<file path="src/rtl/ps2_tx.sv">
// ps2_tx -- PS/2 host-to-device transmitter.
//
// Sends one command byte to a PS/2 device (keyboard), e.g. 0xED set-LEDs,
// 0xFF reset, 0xF3 typematic. Both bus lines are open-drain: an *_oe output
// of 1 pulls the line low and 0 releases it. The top level maps each pin as
// `oe ? 1'b0 : 1'bz` and gates the receive path while busy is high.
//
// Ports:
//   clock        in   system clock (25 MHz)
//   reset_n      in   asynchronous reset, active low
//   send         in   one-cycle transmit request, accepted only while busy=0
//   data[7:0]    in   byte to transmit, sampled when send is accepted
//   ps_clock_i   in   PS/2 CLK pin level
//   ps_data_i    in   PS/2 DATA pin level
//   ps_clock_oe  out  1 = pull CLK low
//   ps_data_oe   out  1 = pull DATA low
//   busy         out  high from accept until the done cycle (inclusive)
//   done         out  one-cycle pulse at the end of a transfer
//   nack         out  device did not acknowledge; held until next accept
//   timeout      out  start or transfer timeout; held until next accept
module ps2_tx #(
  parameter int INHIBIT_CYC = 3000,
  parameter int START_TMO   = 375000,
  parameter int XFER_TMO    = 50000,
  parameter int FILT        = 8
) (
  input  logic       clock,
  input  logic       reset_n,
  input  logic       send,
  input  logic [7:0] data,
  input  logic       ps_clock_i,
  input  logic       ps_data_i,
  output logic       ps_clock_oe,
  output logic       ps_data_oe,
  output logic       busy,
  output logic       done,
  output logic       nack,
  output logic       timeout
);

  localparam int TMR_MAX = (INHIBIT_CYC > START_TMO) ?
                           ((INHIBIT_CYC > XFER_TMO) ? INHIBIT_CYC : XFER_TMO) :
                           ((START_TMO > XFER_TMO) ? START_TMO : XFER_TMO);
  localparam int TW = $clog2(TMR_MAX + 1);
  localparam int FW = $clog2(FILT + 1);

  typedef enum logic [2:0] {
    IDLE, INHIBIT, RELEASE, BITS, ACK, WAITIDLE, FAIL, DONE
  } state_t;

  // Saturating increment: the timer parks at all-ones rather than wrapping.
  function automatic logic [TW-1:0] sat_inc(input logic [TW-1:0] v);
    return (&v) ? v : v + 1'b1;
  endfunction

  // Frame shifted out LSB first: data[7:0], odd parity, stop (released).
  function automatic logic [9:0] make_frame(input logic [7:0] b);
    return {1'b1, ~^b, b};
  endfunction

  logic          clk_p0, clk_p1;
  logic          dat_p0, dat_p1;
  logic          clk_filt;
  logic [FW-1:0] filt_cnt;
  logic          fall;

  state_t        state;
  logic [TW-1:0] tmr;
  logic [3:0]    bitcnt;
  logic [9:0]    frame;

  // Stage p0/p1: two-flop synchronizers; both lines idle high.
  // Stage p2: CLK glitch filter, a new level is accepted after FILT
  // consecutive samples that differ from the current filtered level.
  always_ff @(posedge clock or negedge reset_n) begin
    if (!reset_n) begin
      clk_p0   <= 1'b1;
      clk_p1   <= 1'b1;
      dat_p0   <= 1'b1;
      dat_p1   <= 1'b1;
      clk_filt <= 1'b1;
      filt_cnt <= '0;
      fall     <= 1'b0;
    end else begin
      clk_p0 <= ps_clock_i;
      clk_p1 <= clk_p0;
      dat_p0 <= ps_data_i;
      dat_p1 <= dat_p0;
      fall   <= 1'b0;
      if (clk_p1 == clk_filt) begin
        filt_cnt <= '0;
      end else if (filt_cnt == FW'(FILT - 1)) begin
        clk_filt <= clk_p1;
        filt_cnt <= '0;
        fall     <= clk_filt;
      end else begin
        filt_cnt <= filt_cnt + 1'b1;
      end
    end
  end

  // Transfer FSM. tmr is shared: inhibit length, then start timeout in
  // RELEASE, then the transfer timeout from the first device fall onwards.
  always_ff @(posedge clock or negedge reset_n) begin
    if (!reset_n) begin
      state       <= IDLE;
      tmr         <= '0;
      bitcnt      <= '0;
      frame       <= '0;
      ps_clock_oe <= 1'b0;
      ps_data_oe  <= 1'b0;
      busy        <= 1'b0;
      done        <= 1'b0;
      nack        <= 1'b0;
      timeout     <= 1'b0;
    end else begin
      done <= 1'b0;
      unique case (state)
        IDLE: begin
          if (send) begin
            frame       <= make_frame(data);
            nack        <= 1'b0;
            timeout     <= 1'b0;
            busy        <= 1'b1;
            ps_clock_oe <= 1'b1;
            tmr         <= '0;
            state       <= INHIBIT;
          end
        end

        INHIBIT: begin
          if (tmr == TW'(INHIBIT_CYC - 1)) begin
            // Start bit goes out one cycle before CLK is released.
            ps_data_oe <= 1'b1;
            tmr        <= '0;
            state      <= RELEASE;
          end else begin
            tmr <= sat_inc(tmr);
          end
        end

        RELEASE: begin
          ps_clock_oe <= 1'b0;
          if (fall) begin
            // The first device fall already presents data bit 0.
            ps_data_oe <= ~frame[0];
            bitcnt     <= 4'd1;
            tmr        <= '0;
            state      <= BITS;
          end else if (tmr >= TW'(START_TMO - 1)) begin
            timeout <= 1'b1;
            state   <= FAIL;
          end else begin
            tmr <= sat_inc(tmr);
          end
        end

        BITS: begin
          if (tmr >= TW'(XFER_TMO - 1)) begin
            timeout <= 1'b1;
            state   <= FAIL;
          end else begin
            tmr <= sat_inc(tmr);
            if (fall) begin
              ps_data_oe <= ~frame[bitcnt];
              bitcnt     <= bitcnt + 4'd1;
              if (bitcnt == 4'd9) state <= ACK;
            end
          end
        end

        ACK: begin
          if (tmr >= TW'(XFER_TMO - 1)) begin
            timeout <= 1'b1;
            state   <= FAIL;
          end else begin
            tmr <= sat_inc(tmr);
            if (fall) begin
              nack  <= dat_p1;
              state <= WAITIDLE;
            end
          end
        end

        WAITIDLE: begin
          if (tmr >= TW'(XFER_TMO - 1)) begin
            timeout <= 1'b1;
            state   <= FAIL;
          end else begin
            tmr <= sat_inc(tmr);
            if (clk_filt && dat_p1) begin
              done  <= 1'b1;
              state <= DONE;
            end
          end
        end

        FAIL: begin
          ps_clock_oe <= 1'b0;
          ps_data_oe  <= 1'b0;
          done        <= 1'b1;
          state       <= DONE;
        end

        DONE: begin
          // busy stays high through the done cycle so a coincident send
          // is not accepted.
          busy  <= 1'b0;
          state <= IDLE;
        end

        default: state <= IDLE;
      endcase
    end
  end

endmodule

</file>
<file path="config.mk">
export PLATFORM = sky130hd
export DESIGN_NAME = ps2_tx
export DESIGN_NICKNAME = d
export VERILOG_FILES = /design/src/rtl/ps2_tx.sv
export SDC_FILE = /design/constraint.sdc
export NUM_CORES = 1
export LEC_CHECK = 0
export CAP_MARGIN = 10
export CELL_PAD_IN_SITES_DETAIL_PLACEMENT = 1
export CELL_PAD_IN_SITES_GLOBAL_PLACEMENT = 2
export CORE_MARGIN = 3
export CORE_UTILIZATION = 41
export DETAILED_ROUTE_END_ITERATION = 10
export PLACE_DENSITY = 0.93
export SLEW_MARGIN = 20
export SYNTH_ARGS = -nofsm -noshare
export SYNTH_HDL_FRONTEND = slang
export SYNTH_SLANG_ARGS = --single-unit
</file>
<file path="constraint.sdc">
create_clock -name clock -period 3.7 [get_ports clock]
set_input_delay 1.11 -clock clock [delete_from_list [all_inputs] [get_ports clock]]
set_output_delay 1.11 -clock clock [all_outputs]
set_load 0.02 [all_outputs]
</file>
==> results of run 1 <==
## how the worst max path moves through the flow
stage                        from  endpoint  slack [ns]
after floorplan           tmr[18]  state[1]        1.18
after global placement    tmr[17]    tmr[5]        0.78
after detailed placement  tmr[17]    tmr[5]        0.69
after CTS                 tmr[17]    tmr[5]        0.67
after global routing      tmr[17]    tmr[5]        0.47
final                     tmr[17]    tmr[5]        0.67
## metal layers
| layer | routed length, um | vias to the layer above | GRT usage [%] |
|---|---|---|---|
| met2 | 4040 | 50 | 32.8 |
| met3 | 255 | 15 | 2.64 |
| li1 | - | 1301 | - |
| met5 | 0 | - | 0 |
| met1 | 4100 | 1381 | 29.7 |
| met4 | 168 | 0 | 6.14 |
## synth_stat cells (3+ instances only)
cell type	number
or4_1	5
clkbuf_1	15
ha_1	4
and3_1	5
a211oi_1	14
a211o_1	4
inv_1	18
nand4_1	12
nor2b_1	3
a21o_1	6
o21ai_0	6
xnor2_1	9
mux2_2	11
and4_1	3
nand3_1	13
a21oi_1	13
nor2_1	14
nor3_1	14
o31ai_1	6
dfrtp_1	47
nor3b_1	4
o22ai_1	10
buf_2	7
nor4_1	8
mux2i_1	5
and2_1	4
nand2b_1	4
nand2_1	31
a31oi_1	5
dfstp_2	5
## layout by cell type, fill, tap and decap left out, drive strengths merged, types with 5 or more instances in the layout
cell	synthesis	routed
xnor2	9	9
nor4	8	8
and3	5	5
a31oi	5	5
nor2	14	14
nand3	13	13
dfstp	5	5
clkdlybuf4s50	0	17
a21oi	13	13
buf	8	9
or4	6	6
o21ai	7	7
a211oi	14	14
nand4	12	12
o22ai	10	10
clkbuf	15	5
mux2	11	11
nand2	31	31
a21o	6	6
o31ai	6	6
mux2i	5	5
nor3	14	14
dfrtp	47	47
inv	18	20
## cells by family after synthesis
kind of cell    Yosys count  share of synthesized area (%)
xor+xnor                  9                           2.49
fa+ha+maj                 4                           1.58
mux                      18                           6.92
compound gates           87                           20.2
simple gates            129                           22.3
flops                    52                           41.3
buf+inv                  41                           5.14
## through the flow
stage	power [mW]	cell area (um^2)
2_1_floorplan	0.668	3160
3_3_place_gp	0.707	3430
3_5_place_dp	0.712	3430
4_1_cts	1.08	3530
5_1_grt	1.11	3530
6_report	1.06	3530
## final cells by class
type / count / area, um^2
Fill cell: 863 / 3840
Multi-Input combinational cell: 247 / 1700
Sequential cell: 52 / 1310
Timing Repair Buffer: 26 / 235
Tap cell: 99 / 124
Clock buffer: 5 / 68.8
Inverter: 18 / 67.6
Clock inverter: 3 / 25.0
## critical path: cells and delay by family (launching register included)
family           cells  cell delay (ns)
AND/OR/NAND/NOR      3             1.36
AO/OA/AOI/OAI        2             0.80
flip-flops           1             0.51
multiplexers         1             0.25
## report_power, final
group	internal, mW	leakage (nW)	switching (mW)	total, mW
clock network	0.139	0.0452	0.226	0.364
logic	0.0439	0.719	0.0426	0.0865
registers	0.594	0.638	0.0191	0.613
total	0.776	1.40	0.287	1.06
## registers in the layout, summed over array words and instances, names as in the netlist, 3 cells and up
name,cells
state,3
filt_cnt,4
bitcnt,4
tmr,19
frame,10
==> summary.txt, run 1 <==
Synth
  • Primary FF master, synth: dfrtp_1
  • Number of synthesized flops with an enable pin: 0
  • Yosys top cell by area: dfrtp_1
  • Syn. warnings: 0
  • Synth unique cells: ~60
  • #FFs+latches synth: between 50 and 60
  • Mapped cell area: about 3200 um^2
  • Synth top area share: between 30% and 40%
  • Post-Synthesis Net Count: between 300 and 400
  • Top cells by area, synth: dfrtp_1 (37%), dfstp_2 (4.2%), mux2_2 (3.9%)
  • Sequential-to-total area share from yosys stat: about two fifths
  • Syn Inst Count: between 300 and 400
  • Post-Syn Area per Cell: between 9 and 10 um^2
  • Share of flip-flops with an asynchronous set or reset: 100%

Route
  • Via density: 6.10
  • Iteration-0 DRC Markers: between 200 and 250
  • Final WL: between 8000 and 9000 um
  • Avg WL per Cell: around 19 um
  • Final ANT Viol Nets: 0
  • Routed via count: between 2000 and 3000
  • Remaining DRCs: 0
  • Initial DRT Pass Iterations: 4

Worst setup path
  • Critical-path cell list: or3_4 > or4_4 > o31ai_1 > nand2_1 > a211o_1 > mux2_2
  • Worst reg2reg startpoint: tmr[17]
  • CP Data Required Time: between 3 and 4 ns
  • Worst Path Max Fanout: 15
  • CP Launch Type: flip-flop
  • Worst r2r dst: tmr[5]
  • Max incr delay on CP: slightly above 0.5 ns
  • R2R setup slack: 0.67 ns
  • Slowest-stage cell, CP: dfrtp_1
  • Worst r2r path cells: 6
  • Critical Path AT: approximately 3.2 ns
  • Crit path kind: reg -> reg
  • Worst setup EP type: flip-flop

Timing
  • Max Slew Vio Count: 0
  • RSZ-0062 raised after global routing: false
  • Final setup violation count: 0
  • Hold_ws: 0.366 ns
  • Final period util: 81.9%
  • Final setup margin: approximately 0.67 ns
  • Post-layout min period: around 3.0 ns
  • TNS Setup: 0 ns
  • Worst Tran Pin Value: 0.805 ns
  • Final Skew: ~0.0062 ns
  • Max Clk Rate: ~330 MHz
  • Rel. slew slack: 46.3%
  • Final Hold Viols: 0

Clock tree
  • Skew-Pair Late Insertion Delay: around 0.32 ns
  • H-tree level count: 2
  • Worst-path clk slew: 0.11 ns
  • CTS Buffer Depth: 2
  • Cts hold-fix bufs: 0
  • Num CTS Buffers: 5
  • Root buf cell: clkbuf_8
  • Sinks on Clock Net: 52
  • # resized after CTS: 0
  • CTS tree: done
  • Post-CTS Repair Setup Buffers: 0

Worst hold path
  • Class of the worst hold path: reg -> reg
  • Hold Crit Endpoint: clk_p1
  • Hold path cells: 0
  • Hold_sp: clk_p0

Power and ir drop
  • Peak VDD IR: between 0.2 and 0.3 mV
  • Power Density: 302 nW/um^2
  • LEAKAGE: approximately 1.4 nW

Die
  • Full die area: ~8800 um^2
  • IO Count: 19
  • Initial Utilization: 42.9%
  • Site row count: 31
  • Die width: 93.8 um
  • Core Area: 7370 um^2
  • Die Ht: 93.8 um

Outcome
  • Status: completed

Placement
  • Dpl hpwl: 6270 um
  • Post-placement cell count: approximately 440
  • GPL Wtd Cong: roughly 0.91
  • Pre-CTS WS: 0.688 ns
  • PortBufs: 18

Cells and area
  • Number of diodes: 0
  • Nets: approximately 370
  • P&R area growth vs syn: 11.5%
  • Non-filler cells in the finished layout: 450
  • Layout cells sized above 1: 13.1%
  • Final core occ: 47.9%

GRT
  • Gr ovfl total: 0
  • First-pass GRT wire length: between 10000 and 15000 um
  • Initial antenna violation count: 0
  • Vias in the first global route: around 2900
  • Overall routing resource usage: 20.8%
  • Largest net degree at the start of global routing: 36

Run
  • Max cap viols: 0
Note: power is estimated with default switching activity, not from simulation.
==> run 2, diff against run 1 <==
--- a/config.mk
+++ b/config.mk
@@ -9,9 +9,9 @@
 export CELL_PAD_IN_SITES_DETAIL_PLACEMENT = 1
 export CELL_PAD_IN_SITES_GLOBAL_PLACEMENT = 2
 export CORE_MARGIN = 3
-export CORE_UTILIZATION = 41
+export CORE_UTILIZATION = 38
 export DETAILED_ROUTE_END_ITERATION = 10
-export PLACE_DENSITY = 0.93
+export PLACE_DENSITY = 0.88
 export SLEW_MARGIN = 20
 export SYNTH_ARGS = -nofsm -noshare
 export SYNTH_HDL_FRONTEND = slang
==> constraint.sdc (replaced) <==
create_clock -name clock -period 3.1 [get_ports clock]
set_input_delay 0.93 -clock clock [delete_from_list [all_inputs] [get_ports clock]]
set_output_delay 0.93 -clock clock [all_outputs]
set_load 0.02 [all_outputs]
==> run 2 against run 1 <==
  * Die area is 7.4% higher
  * Via count rose by 1.4%
  * Worst hold slack got worse by 0.0057 ns
  * Largest cell class unchanged
  * Combinational power rose by 20%
  * Largest power group unchanged
  * Clock power grew 13%
  * Global-route usage decreased by 1.3 points
  * Cell count up 2.4%
  * Flip-flop and latch count did not move
  * Design area rose by 2.2%
  * Critical path depth grew 2
==> summary.txt, run 2 (synthesized netlist as in run 1, its figures left out) <==
Die
  • IO Count: 19 (unchanged)
  • Die Ht: 97.2 um (+3.6%)
  • Full die area: 9450 um^2 (+7.4%)
  • Die width: 97.2 um (+3.6%)
  • Site row count: 32 (+3.2%)
  • Core Area: 7890 um^2 (+7.0%)
  • Initial Utilization: 40.1% (-2.8 points)

Worst setup path
  • CP Launch Type: flip-flop
  • Critical-path cell list: ha_1 > and3_1 > a41oi_2 > a311oi_1 > a211o_1 > buf_4 > or4_1 > o21ai_0
  • R2R setup slack: 0.26 ns (-0.41 ns)
  • CP Data Required Time: 3.34 ns (-0.57 ns)
  • Worst setup EP type: flip-flop
  • Worst r2r path cells: 8 (+2)
  • Worst Path Max Fanout: 9 (-6)
  • Worst r2r dst: tmr[11]
  • Worst reg2reg startpoint: tmr[0]
  • Buf/Inv on CP: 1 (+1)
  • Crit path kind: reg -> reg
  • Delay-heaviest family, CP: compound AO/OA/AOI/OAI gates
  • Max incr delay on CP: 0.50 ns (about the same)
  • Critical Path AT: 3.08 ns (-0.16 ns)
  • Slowest-stage cell, CP: or4_1

Worst hold path
  • Hold Crit Endpoint: clk_p1
  • Hold path cells: 0 (unchanged)
  • Hold_sp: clk_p0
  • Class of the worst hold path: reg -> reg

Power and ir drop
  • LEAKAGE: 1.45 nW (+3.4%)
  • Power Density: 346 nW/um^2 (+15%)
  • Peak VDD IR: 0.182 mV (-28%)

Placement
  • Area after DPL: 3510 um^2 (+2.2%)
  • Post-placement cell count: 453 (+2.5%)
  • PortBufs: 18 (unchanged)
  • Dpl hpwl: 6500 um (+3.7%)
  • Pre-CTS WS: 0.286 ns (-0.402 ns)
  • GPL Wtd Cong: 0.842 (-7.1%)

Cells and area
  • Reg with most FFs: tmr
  • Nets: 375 (+2.2%)
  • Final Cell Area: 3610 um^2 (+2.2%)
  • Layout cells sized above 1: 15.3% (+2.2 points)
  • Fill cells: 929 (+7.6%)
  • Regs by FF count: tmr x19, frame x10
  • Number of diodes: 0 (unchanged)
  • Non-filler cells in the finished layout: 461 (+2.4%)
  • Commonest non-fill, non-tap cell in the layout: dfrtp_1
  • P&R area growth vs syn: 14.0%
  • Multi-input gate area: 1700 um^2 (+0.29%)
  • Reg area: 1310 um^2 (unchanged)
  • Max reg flops: 19 (unchanged)
  • Commonest non-fill, non-tap cells in the layout: dfrtp_1 (47), nand2_1 (31), inv_1 (18)

Timing
  • Max Clk Rate: 352 MHz (+6.7%)
  • Final setup margin: 0.259 ns (-0.410 ns)
  • Post-layout min period: 2.84 ns (-0.190 ns)
  • Hold_ws: 0.360 ns (-0.00574 ns)
  • Final Skew: 0.0128 ns (+0.00658 ns)
  • Worst Tran Pin Value: 0.614 ns (-0.192 ns)
  • Final period util: 91.6% (+9.7 points)
  • TNS Setup: 0 ns (unchanged)
  • Rel. slew slack: 58.7% (+12 points)
  • Max Slew Vio Count: 0 (unchanged)
  • RSZ-0062 raised after global routing: false
  • Final Hold Viols: 0 (unchanged)
  • Final setup violation count: 0 (unchanged)

Clock tree
  • # resized after CTS: 0 (unchanged)
  • Cts hold-fix bufs: 0 (unchanged)
  • H-tree level count: 2 (unchanged)
  • Num CTS Buffers: 5 (unchanged)
  • Skew-Pair Late Insertion Delay: 0.31 ns (about the same)
  • Worst-path clk slew: 0.11 ns (about the same)
  • Sinks on Clock Net: 52 (unchanged)
  • Root buf cell: clkbuf_8
  • Post-CTS Repair Setup Buffers: 0 (unchanged)
  • CTS tree: done
  • CTS Buffer Depth: 2 (unchanged)

GRT
  • First-pass GRT wire length: 15200 um (+3.9%)
  • Largest net degree at the start of global routing: 31 (-14%)
  • Overall routing resource usage: 19.4% (-1.3 points)
  • Initial antenna violation count: 0 (unchanged)
  • Vias in the first global route: 2899 (+0.73%)
  • Gr ovfl total: 0 (unchanged)

Route
  • Final ANT Viol Nets: 0 (unchanged)
  • Final WL: 8820 um (+3.1%)
  • Remaining DRCs: 0 (unchanged)
  • Routed via count: 2785 (+1.4%)
  • Iteration-0 DRC Markers: 175 (-19%)
  • Initial DRT Pass Iterations: 4 (unchanged)
  • Avg WL per Cell: 19.1 um (+0.64%)
  • Via density: 6.04 (-1.0%)

Run
  • Max cap viols: 0 (unchanged)

Outcome
  • Status: completed
-- run 2: cell count changes in the layout (fill, tap and decap cells not counted), sizes merged --
cell	delta
inv	-1
clkinvlp	-1
clkinv	+2
buf	+8
-- run 2: how the worst max path moves through the flow --
stage | start | endpoint | slack, ns | cells after the start
after floorplan | tmr[18] | state[1] | 0.58 | 6
after global placement | tmr[0] | tmr[9] | 0.33 | 8
after detailed placement | tmr[0] | tmr[9] | 0.29 | 8
after CTS | tmr[0] | tmr[11] | 0.26 | 8
after global routing | tmr[0] | tmr[9] | 0.07 | 8
final | tmr[0] | tmr[11] | 0.26 | 8
-- run 2: power by group --
| part | internal, mW | leakage [nW] | total (mW) | switching, mW |
|---|---|---|---|---|
| clock network | 0.163 | 0.0485 | 0.412 | 0.250 |
| registers | 0.708 | 0.638 | 0.732 | 0.0238 |
| logic | 0.0548 | 0.764 | 0.104 | 0.0491 |
| total | 0.926 | 1.45 | 1.25 | 0.323 |
-- run 2: per-layer routing --
layer | up-vias | wire, um | track usage, %
met5 | - | 0 | 0
met3 | 14 | 407 | 3.80
li1 | 1321 | - | -
met4 | 0 | 170 | 5.86
met2 | 60 | 4020 | 30.0
met1 | 1390 | 4220 | 27.5
-- run 2: cell type report --
class	count	share of cell area, %
multi-input combinational	247	47.3
sequential	52	36.3
timing repair buffer	34	8.54
tap	102	3.54
clock buffer	5	1.91
inverter	18	1.87
clock inverter	3	0.625
-- run 2: worst register-to-register path, cell delays in order (launching register included) --
cell and delay (ns):
dfrtp_1 0.45, ha_1 0.31, and3_1 0.28, a41oi_2 0.31, a311oi_1 0.14, a211o_1 0.46
buf_4 0.23, or4_1 0.50, o21ai_0 0.09
-- run 2: through the flow --
step           utilization [%]  power (mW)
5_1_grt                   45.7        1.32
4_1_cts                   45.7        1.27
3_5_place_dp              44.5       0.852
2_1_floorplan                -       0.797
3_3_place_gp              44.5       0.849
6_report                  45.7        1.25
